--- src/rtl/dmem_arbiter.sv ---
// dmem_arbiter: two-requester req/ack arbiter sequencing IDLE->ACCESS->RESP accesses to the data RAM.
// Define DMEM_MISALIGN_CHECK_EN to fault misaligned half/word accesses without touching the RAM.
module dmem_arbiter #(
  parameter int FIXED_PRIO = 0
) (
  input  logic        clk,
  input  logic        rst,
  input  logic        m0_req,
  input  logic        m0_we,
  input  logic [31:0] m0_addr,
  input  logic [31:0] m0_wdata,
  input  logic [2:0]  m0_size,
  output logic        m0_ack,
  output logic [31:0] m0_rdata,
  output logic        m0_fault,
  input  logic        m1_req,
  input  logic        m1_we,
  input  logic [31:0] m1_addr,
  input  logic [31:0] m1_wdata,
  input  logic [2:0]  m1_size,
  output logic        m1_ack,
  output logic [31:0] m1_rdata,
  output logic        m1_fault,
  output logic [31:0] ram_addr,
  output logic [31:0] ram_din,
  output logic        ram_we,
  output logic        ram_re,
  output logic [2:0]  ram_u_b_h_w,
  input  logic [31:0] ram_dout,
  input  logic        ram_l_fault,
  input  logic        ram_s_fault
);
  typedef enum logic [1:0] {IDLE, ACCESS, RESP} state_t;
  state_t state, state_nx;
  logic        grant, owner, last_grant, start;
  logic        g_we, bad, we_q, bad_q, fault_q;
  logic [31:0] g_addr, g_wdata, addr_q, wdata_q, data_q;
  logic [2:0]  g_size, size_q;
  assign start = (state == IDLE) & (m0_req | m1_req);
  // On a tie the fixed mode favours m0; round-robin favours whoever lost last time.
  assign grant   = (m0_req & m1_req) ? ((FIXED_PRIO != 0) ? 1'b0 : ~last_grant) : m1_req;
  assign g_we    = grant ? m1_we    : m0_we;
  assign g_addr  = grant ? m1_addr  : m0_addr;
  assign g_wdata = grant ? m1_wdata : m0_wdata;
  assign g_size  = grant ? m1_size  : m0_size;
`ifdef DMEM_MISALIGN_CHECK_EN
  assign bad = g_size[1] ? (g_addr[1:0] != 2'b00) : (g_size[0] & g_addr[0]);
`else
  assign bad = 1'b0;
`endif
  always_ff @(posedge clk)
    if (rst) state <= IDLE;
    else state <= state_nx;
  always_comb
    state_nx = (state == IDLE) ? (start ? ACCESS : IDLE) :
               (state == ACCESS) ? RESP : IDLE;
  always_ff @(posedge clk) begin
    if (rst) begin
      owner      <= 1'b0;
      last_grant <= 1'b1;
      we_q       <= 1'b0;
      bad_q      <= 1'b0;
      addr_q     <= '0;
      wdata_q    <= '0;
      size_q     <= '0;
      data_q     <= '0;
      fault_q    <= 1'b0;
    end else begin
      if (start) begin
        owner      <= grant;
        last_grant <= grant;
        we_q       <= g_we;
        bad_q      <= bad;
        addr_q     <= g_addr;
        wdata_q    <= g_wdata;
        size_q     <= g_size;
      end
      if (state == ACCESS) begin
        data_q  <= (we_q | bad_q) ? '0 : ram_dout;
        fault_q <= bad_q | ram_l_fault | ram_s_fault;
      end
    end
  end
  // rst gates the strobes directly so a store cut off in ACCESS never reaches the negedge write.
  always_comb begin
    ram_we      = (state == ACCESS) & we_q & ~bad_q & ~rst;
    ram_re      = (state == ACCESS) & ~we_q & ~bad_q & ~rst;
    ram_addr    = addr_q;
    ram_din     = wdata_q;
    ram_u_b_h_w = size_q;
    m0_ack      = (state == RESP) & ~owner;
    m1_ack      = (state == RESP) & owner;
    m0_rdata    = m0_ack ? data_q : '0;
    m1_rdata    = m1_ack ? data_q : '0;
    m0_fault    = m0_ack & fault_q;
    m1_fault    = m1_ack & fault_q;
  end
endmodule

--- config.mk ---
export PLATFORM = sky130hd
export DESIGN_NAME = dmem_arbiter
export DESIGN_NICKNAME = d
export VERILOG_FILES = /design/src/rtl/dmem_arbiter.sv
export SDC_FILE = /design/constraint.sdc
export NUM_CORES = 1
export LEC_CHECK = 0
export ABC_AREA = 1
export BUFFER_PORTS_ARGS = -buffer_cell sky130_fd_sc_hd__buf_2
export CORE_MARGIN = 1.5
export CORE_UTILIZATION = 40
export CTS_CLUSTER_SIZE = 28
export DETAILED_ROUTE_END_ITERATION = 7
export PLACE_DENSITY = 0.76
export SLEW_MARGIN = 20
export SYNTH_ARGS = -nofsm -noshare
export SYNTH_HDL_FRONTEND = slang
export SYNTH_SLANG_ARGS = --single-unit
--- constraint.sdc ---
create_clock -name clk -period 1.21 [get_ports clk]
set_input_delay 0.0605 -clock clk [delete_from_list [all_inputs] [get_ports clk]]
set_output_delay 0.0605 -clock clk [all_outputs]
set_load 0.005 [all_outputs]
==> impl_metrics.tcl, run 1 <==
set metrics [dict create \
    timing.final.crit_share_pct 121 \
    synthTopCellsByArea "dfxtp_1 37%, nand2_1 18%, nor2_1 13%, a21boi_0 8.9%, inv_1 6.9%" \
    final_cell_area_mm2 0.00937 \
    synth.most_common_cell "nand2_1" \
    peakVddDrop_mv 0.759 \
    maxCapViolations 0 \
    clock-sinks 105 \
    endpoint_kind "output pin" \
    dp_hpwl_um 12500 \
    violations "negative setup slack" \
    syn2layout_area_growth_pct 63.4 \
    cts_buffers 9 \
    drtIter0Drc 222 \
    wl_per_cell_um 14.1 \
    synth_flop_cell "dfxtp_1" \
    finalClockSkew_ps 10.9 \
    ios 311 \
    synth_edf_count 0 \
    rsz0062_at_grt "yes" \
    dp_slack_ps -28.0 \
    drc_errors 0 \
    grt_max_degree 74 \
    seq_area_frac_synth_pct 36.7 \
    finalHoldViolations 0 \
    viasPerCell 4.77 \
    ys_seq_elements 105 \
    nNetsFinal 1451 \
    grt_util_all_layers_pct 23.5 \
    ctsRootBufferMaster "clkbuf_16" \
    portBuffers 310 \
    diodes 0 \
    grt_pass1_wl_um 27800 \
    fin_hold_ws_ps 48.7 \
    cp_max_fo 34 \
    syn-num-nets 1116 \
    ff2ff_setup_slack_ps -130 \
    crit_type "reg -> out" \
    crit_path_max_incr_delay_ps 360 \
    crit_chain "buf_6, nand3b_1, buf_12, nor2_2, buf_2" \
    cp.depth 5 \
    fmax_mhz 680 \
    seqCellArea_mm2 0.00210 \
    powerDensity_mw_per_mm2 1120 \
    max_slew_margin_pct 73.3 \
    cts_tree "done" \
    cp-start-kind "register" \
    whs_path_depth 5 \
    min_period_ps 1470 \
    cp.arrival_ps 1410 \
    die_w_um 123 \
    worst_pin_slew_ps 400 \
    die_h_um 123 \
    routed_wl_um 20600 \
    grt_overflow_total 0 \
    critPathBufInv 3 \
    vias 6958 \
    core-area_mm2 0.0139 \
    std_cell_rows 43 \
    final_util_pct 67.2 \
    synth_common_cells "275 x nand2_1, 206 x nor2_1, 106 x inv_1, 105 x dfxtp_1, 70 x nand3_1" \
    setup_ws_ps -260 \
    p_leak_nw 4.70 \
    placed_cell_area_mm2 0.00755 \
    synth.top_cell.area_share_pct 36.7 \
    crit_family "buffers and inverters" \
    synth.cell_area_mm2 0.00573 \
    multi_input_area_mm2 0.00359 \
    initial_core_util_pct 41.2 \
    syn_inst 942 \
    yosysTopAreaCell "dfxtp_1" \
    fill_cells 1192 \
    ant_nets 0 \
    cts_buffer_depth 2 \
    r2r_cells 9 \
    antenna_found_initial 0 \
    total_power_mw 10.5 \
    drt_first_pass_iters 4 \
    setup_violations 138 \
    syn_avg_cell_area_um2 6.09 \
    grt_pass1_vias 5830 \
    ys_types 17 \
    die_area_mm2 0.0151 \
    crit_required_ps 1150 \
    h-tree-depth 3 \
    yosysWarnings 0 \
    drive_above_1_share_pct 40.6 \
    crit_slowest_cell "dfxtp_2" \
    async_reset_ff_share_pct 0 \
    status "finished, violations left" \
    clk_latency_ps 340 \
    slew_violations 0 \
    hold_path.class "in -> reg" \
    clk_pin_slew_ps 70 \
    place.gp.congestion 0.824 \
]
per-stage QoR:
stage	std cells	setup TNS, ps
final	1460	-18360
after detailed placement	1388	-352
after CTS	1454	-18480
after floorplan	942	0
after global routing	1460	-26400
after global placement	1388	-101
path summary, 6_finish.rpt:
check             startpoint              to
setup / recovery    state[1]    m0_rdata[20]
hold reg to reg    data_q[7]       data_q[7]
hold / removal    m1_size[0]  ram_u_b_h_w[0]
setup reg to reg    state[0]     ram_addr[4]
kinds of logic (layout without fill, tap and decap cells):
family                 count (synthesis)  in the layout  synth area share, %
buffers and inverters                175            513                 12.8
AO/OA/AOI/OAI                        103            103                 12.0
flip-flops                           105            105                 36.7
AND/OR/NAND/NOR                      559            559                 38.6
per-layer routing:
metal	wire [um]	part of all wire, %	vias up	GRT usage [%]
li1	-	-	3529	-
met1	8090	39	3102	27.2
met2	10400	51	277	41.6
met3	1360	6.6	50	5.48
met4	716	3.5	0	9.38
met5	0	0	-	0
tightest hold or removal path: stages:
cell,delay [ps]
buf_2,70
nand3_1,60
nand2_1,60
nor2_1,30
nor2_1,70
cells in the final DEF (no fill, tap or decap), drive strengths merged:
cell         instances
a21boi              68
dlygate4sd3         37
bufinv               2
nor2               208
buf                349
nor3                 3
nand3               70
clkbuf              15
dfxtp              105
nand3b               1
a21oi               35
clkinv               1
nand2              277
inv                109
power breakdown:
part	internal, mW	switching (mW)	leakage (nW)
sequential	3.80	0.179	0.868
clock	1.90	1.27	0.157
combinational	1.55	1.76	3.67
total	7.26	3.21	4.70
timing repair:
item                                    in CTS  in global routing
pin swaps                                    5                 71
hold buffers                                37                  0
cloned                                       6                  5
buffers inserted                             9                  4
endpoints found under the setup margin     123                173
gates resized for setup                     17                219
endpoints found under the hold margin       35                  0
sequential cells by signal, summed over array words and instances (netlist names):
signal and flops:
ram_addr 32, ram_u_b_h_w 3, data_q 32, we_q 1, ram_din 32, owner 1
fault_q 1, last_grant 1, state 2
final cells by class:
type                            count  share of cell area (%)
Tap cell                          180                    2.40
Clock inverter                      3                   0.694
Timing Repair Buffer              390                    29.0
Inverter                          109                    4.39
Multi-Input combinational cell    662                    38.3
Clock buffer                       11                    2.70
Sequential cell                   105                    22.5
No activity file was read; power rests on OpenSTA's default activity.
==> run 2: changes to the inputs <==
--- a/config.mk
+++ b/config.mk
@@ -11,7 +11,7 @@
 export CORE_UTILIZATION = 40
 export CTS_CLUSTER_SIZE = 28
 export DETAILED_ROUTE_END_ITERATION = 7
-export PLACE_DENSITY = 0.76
+export PLACE_DENSITY_LB_ADDON = 0.08
 export SLEW_MARGIN = 20
 export SYNTH_ARGS = -nofsm -noshare
 export SYNTH_HDL_FRONTEND = slang
==> impl_metrics.tcl, run 2 (same netlist as run 1, synthesis figures left out) <==
set metrics [dict create \
    cts_buffer_depth 2 \
    fmax_mhz 680 \
    cp.arrival_ps 1410 \
    wl_per_cell_um 14.6 \
    cts_tree "done" \
    status "finished, violations left" \
    finalClockSkew_ps 7.84 \
    drc_errors 0 \
    layout_common_cells "309 x buf_2, 199 x nand2_1, 162 x nor2_1" \
    syn2layout_area_growth_pct 70.3 \
    rr_startpoint "state[0]" \
    die_w_um 123 \
    grt_overflow_total 0 \
    viasPerCell 4.71 \
    grt_pass1_vias 5854 \
    peakVddDrop_mv 0.663 \
    crit_type "reg -> out" \
    setup_violations 167 \
    cp_max_fo 17 \
    vias 6997 \
    routed_wl_um 21700 \
    hp-start "m1_addr[2]" \
    finalSetupTns_ps -28770 \
    powerDensity_mw_per_mm2 1120 \
    clock-sinks 105 \
    grt_max_degree 93 \
    dp.cells 1388 \
    diodes 0 \
    antenna_found_initial 0 \
    std_cell_rows 43 \
    violations "negative setup slack" \
    die_area_mm2 0.0151 \
    ios 311 \
    slew_violations 0 \
    placed_cell_area_mm2 0.00754 \
    mostFrequentLayoutCell "buf_2" \
    cp-start-kind "register" \
    maxCapViolations 0 \
    max_slew_margin_pct 75.7 \
    hold_path.class "in -> reg" \
    ctsRootBufferMaster "clkbuf_16" \
    finalHoldViolations 0 \
    crit_required_ps 1150 \
    ant_nets 0 \
    setup_ws_ps -260 \
    min_period_ps 1470 \
    clk_latency_ps 350 \
    final_cell_area_mm2 0.00977 \
    endpoint_kind "output pin" \
    dp_hpwl_um 12400 \
    total_power_mw 10.9 \
    die_h_um 123 \
    cp-startpoint "state[0]" \
    worst_pin_slew_ps 364 \
    core-area_mm2 0.0139 \
    h-tree-depth 3 \
    portBuffers 310 \
    nNetsFinal 1473 \
    fin_cells 1484 \
    grt_util_all_layers_pct 24.9 \
    place.gp.congestion 0.780 \
    p_leak_nw 4.97 \
    drtIter0Drc 370 \
    initial_core_util_pct 41.2 \
    clk_pin_slew_ps 70 \
    drive_above_1_share_pct 41.3 \
    drt_first_pass_iters 4 \
    rsz0062_at_grt "yes" \
    timing.final.crit_share_pct 121 \
    cts_buffers 9 \
    grt_pass1_wl_um 29200 \
]
## run 2: worst paths after layout
path,to,slack (ps),depth (start not counted)
worst max register to register,ram_din[25],-240,9
worst max-delay path,m0_rdata[6],-260,5
worst min register to register,data_q[25],470,2
worst min-delay path,ram_addr[2],50,5
## run 2: layer usage
metal	GRT usage [%]	vias up	share of wire [%]
met2	45.2	247	51
met4	8.87	0	1.7
met1	28.3	3140	41
li1	-	3583	-
met5	0	-	0
met3	6.04	27	6.5
## run 2: power breakdown
part	switching (mW)	internal [mW]	total, mW
logic	1.88	1.85	3.73
registers	0.173	3.80	3.98
clock network	1.27	1.93	3.20
## run 2: critical path, stage by stage, from the launching register on
cell and delay [ps]:
dfxtp_2 340, inv_2 40, nand3b_1 120, buf_4 310, nor2_1 90, buf_2 140
## run 2: layout make-up
| type | count | area [um^2] |
|---|---|---|
| clock buffers | 14 | 264 |
| flip-flops and latches | 105 | 2110 |
| well taps | 180 | 225 |
| fillers | 1221 | 4170 |
| inverters | 109 | 412 |
| clock inverters | 2 | 60.1 |
| multi-input cells | 662 | 3550 |
| repair buffers | 412 | 3150 |
## run 2: through the flow
| step | setup slack [ps] | hold slack [ps] | util [%] |
|---|---|---|---|
| after global placement | 12.9 | 311 | 54.1 |
| after floorplan | 63.1 | 203 | - |
| after global routing | -330 | 69.5 | 70.1 |
| final | -260 | 51.0 | 70.1 |
| after CTS | -248 | 33.1 | 63.5 |
| after detailed placement | -6.07 | 315 | 54.1 |
## run 2: repair_timing
action / CTS / global route
setup buffers: 15 / 11
cloned: 14 / 12
hold buffers: 34 / 0
hold endpoints to repair: 33 / 0
setup endpoints to repair: 120 / 174
resized for setup: 26 / 198
pin swaps: 4 / 76
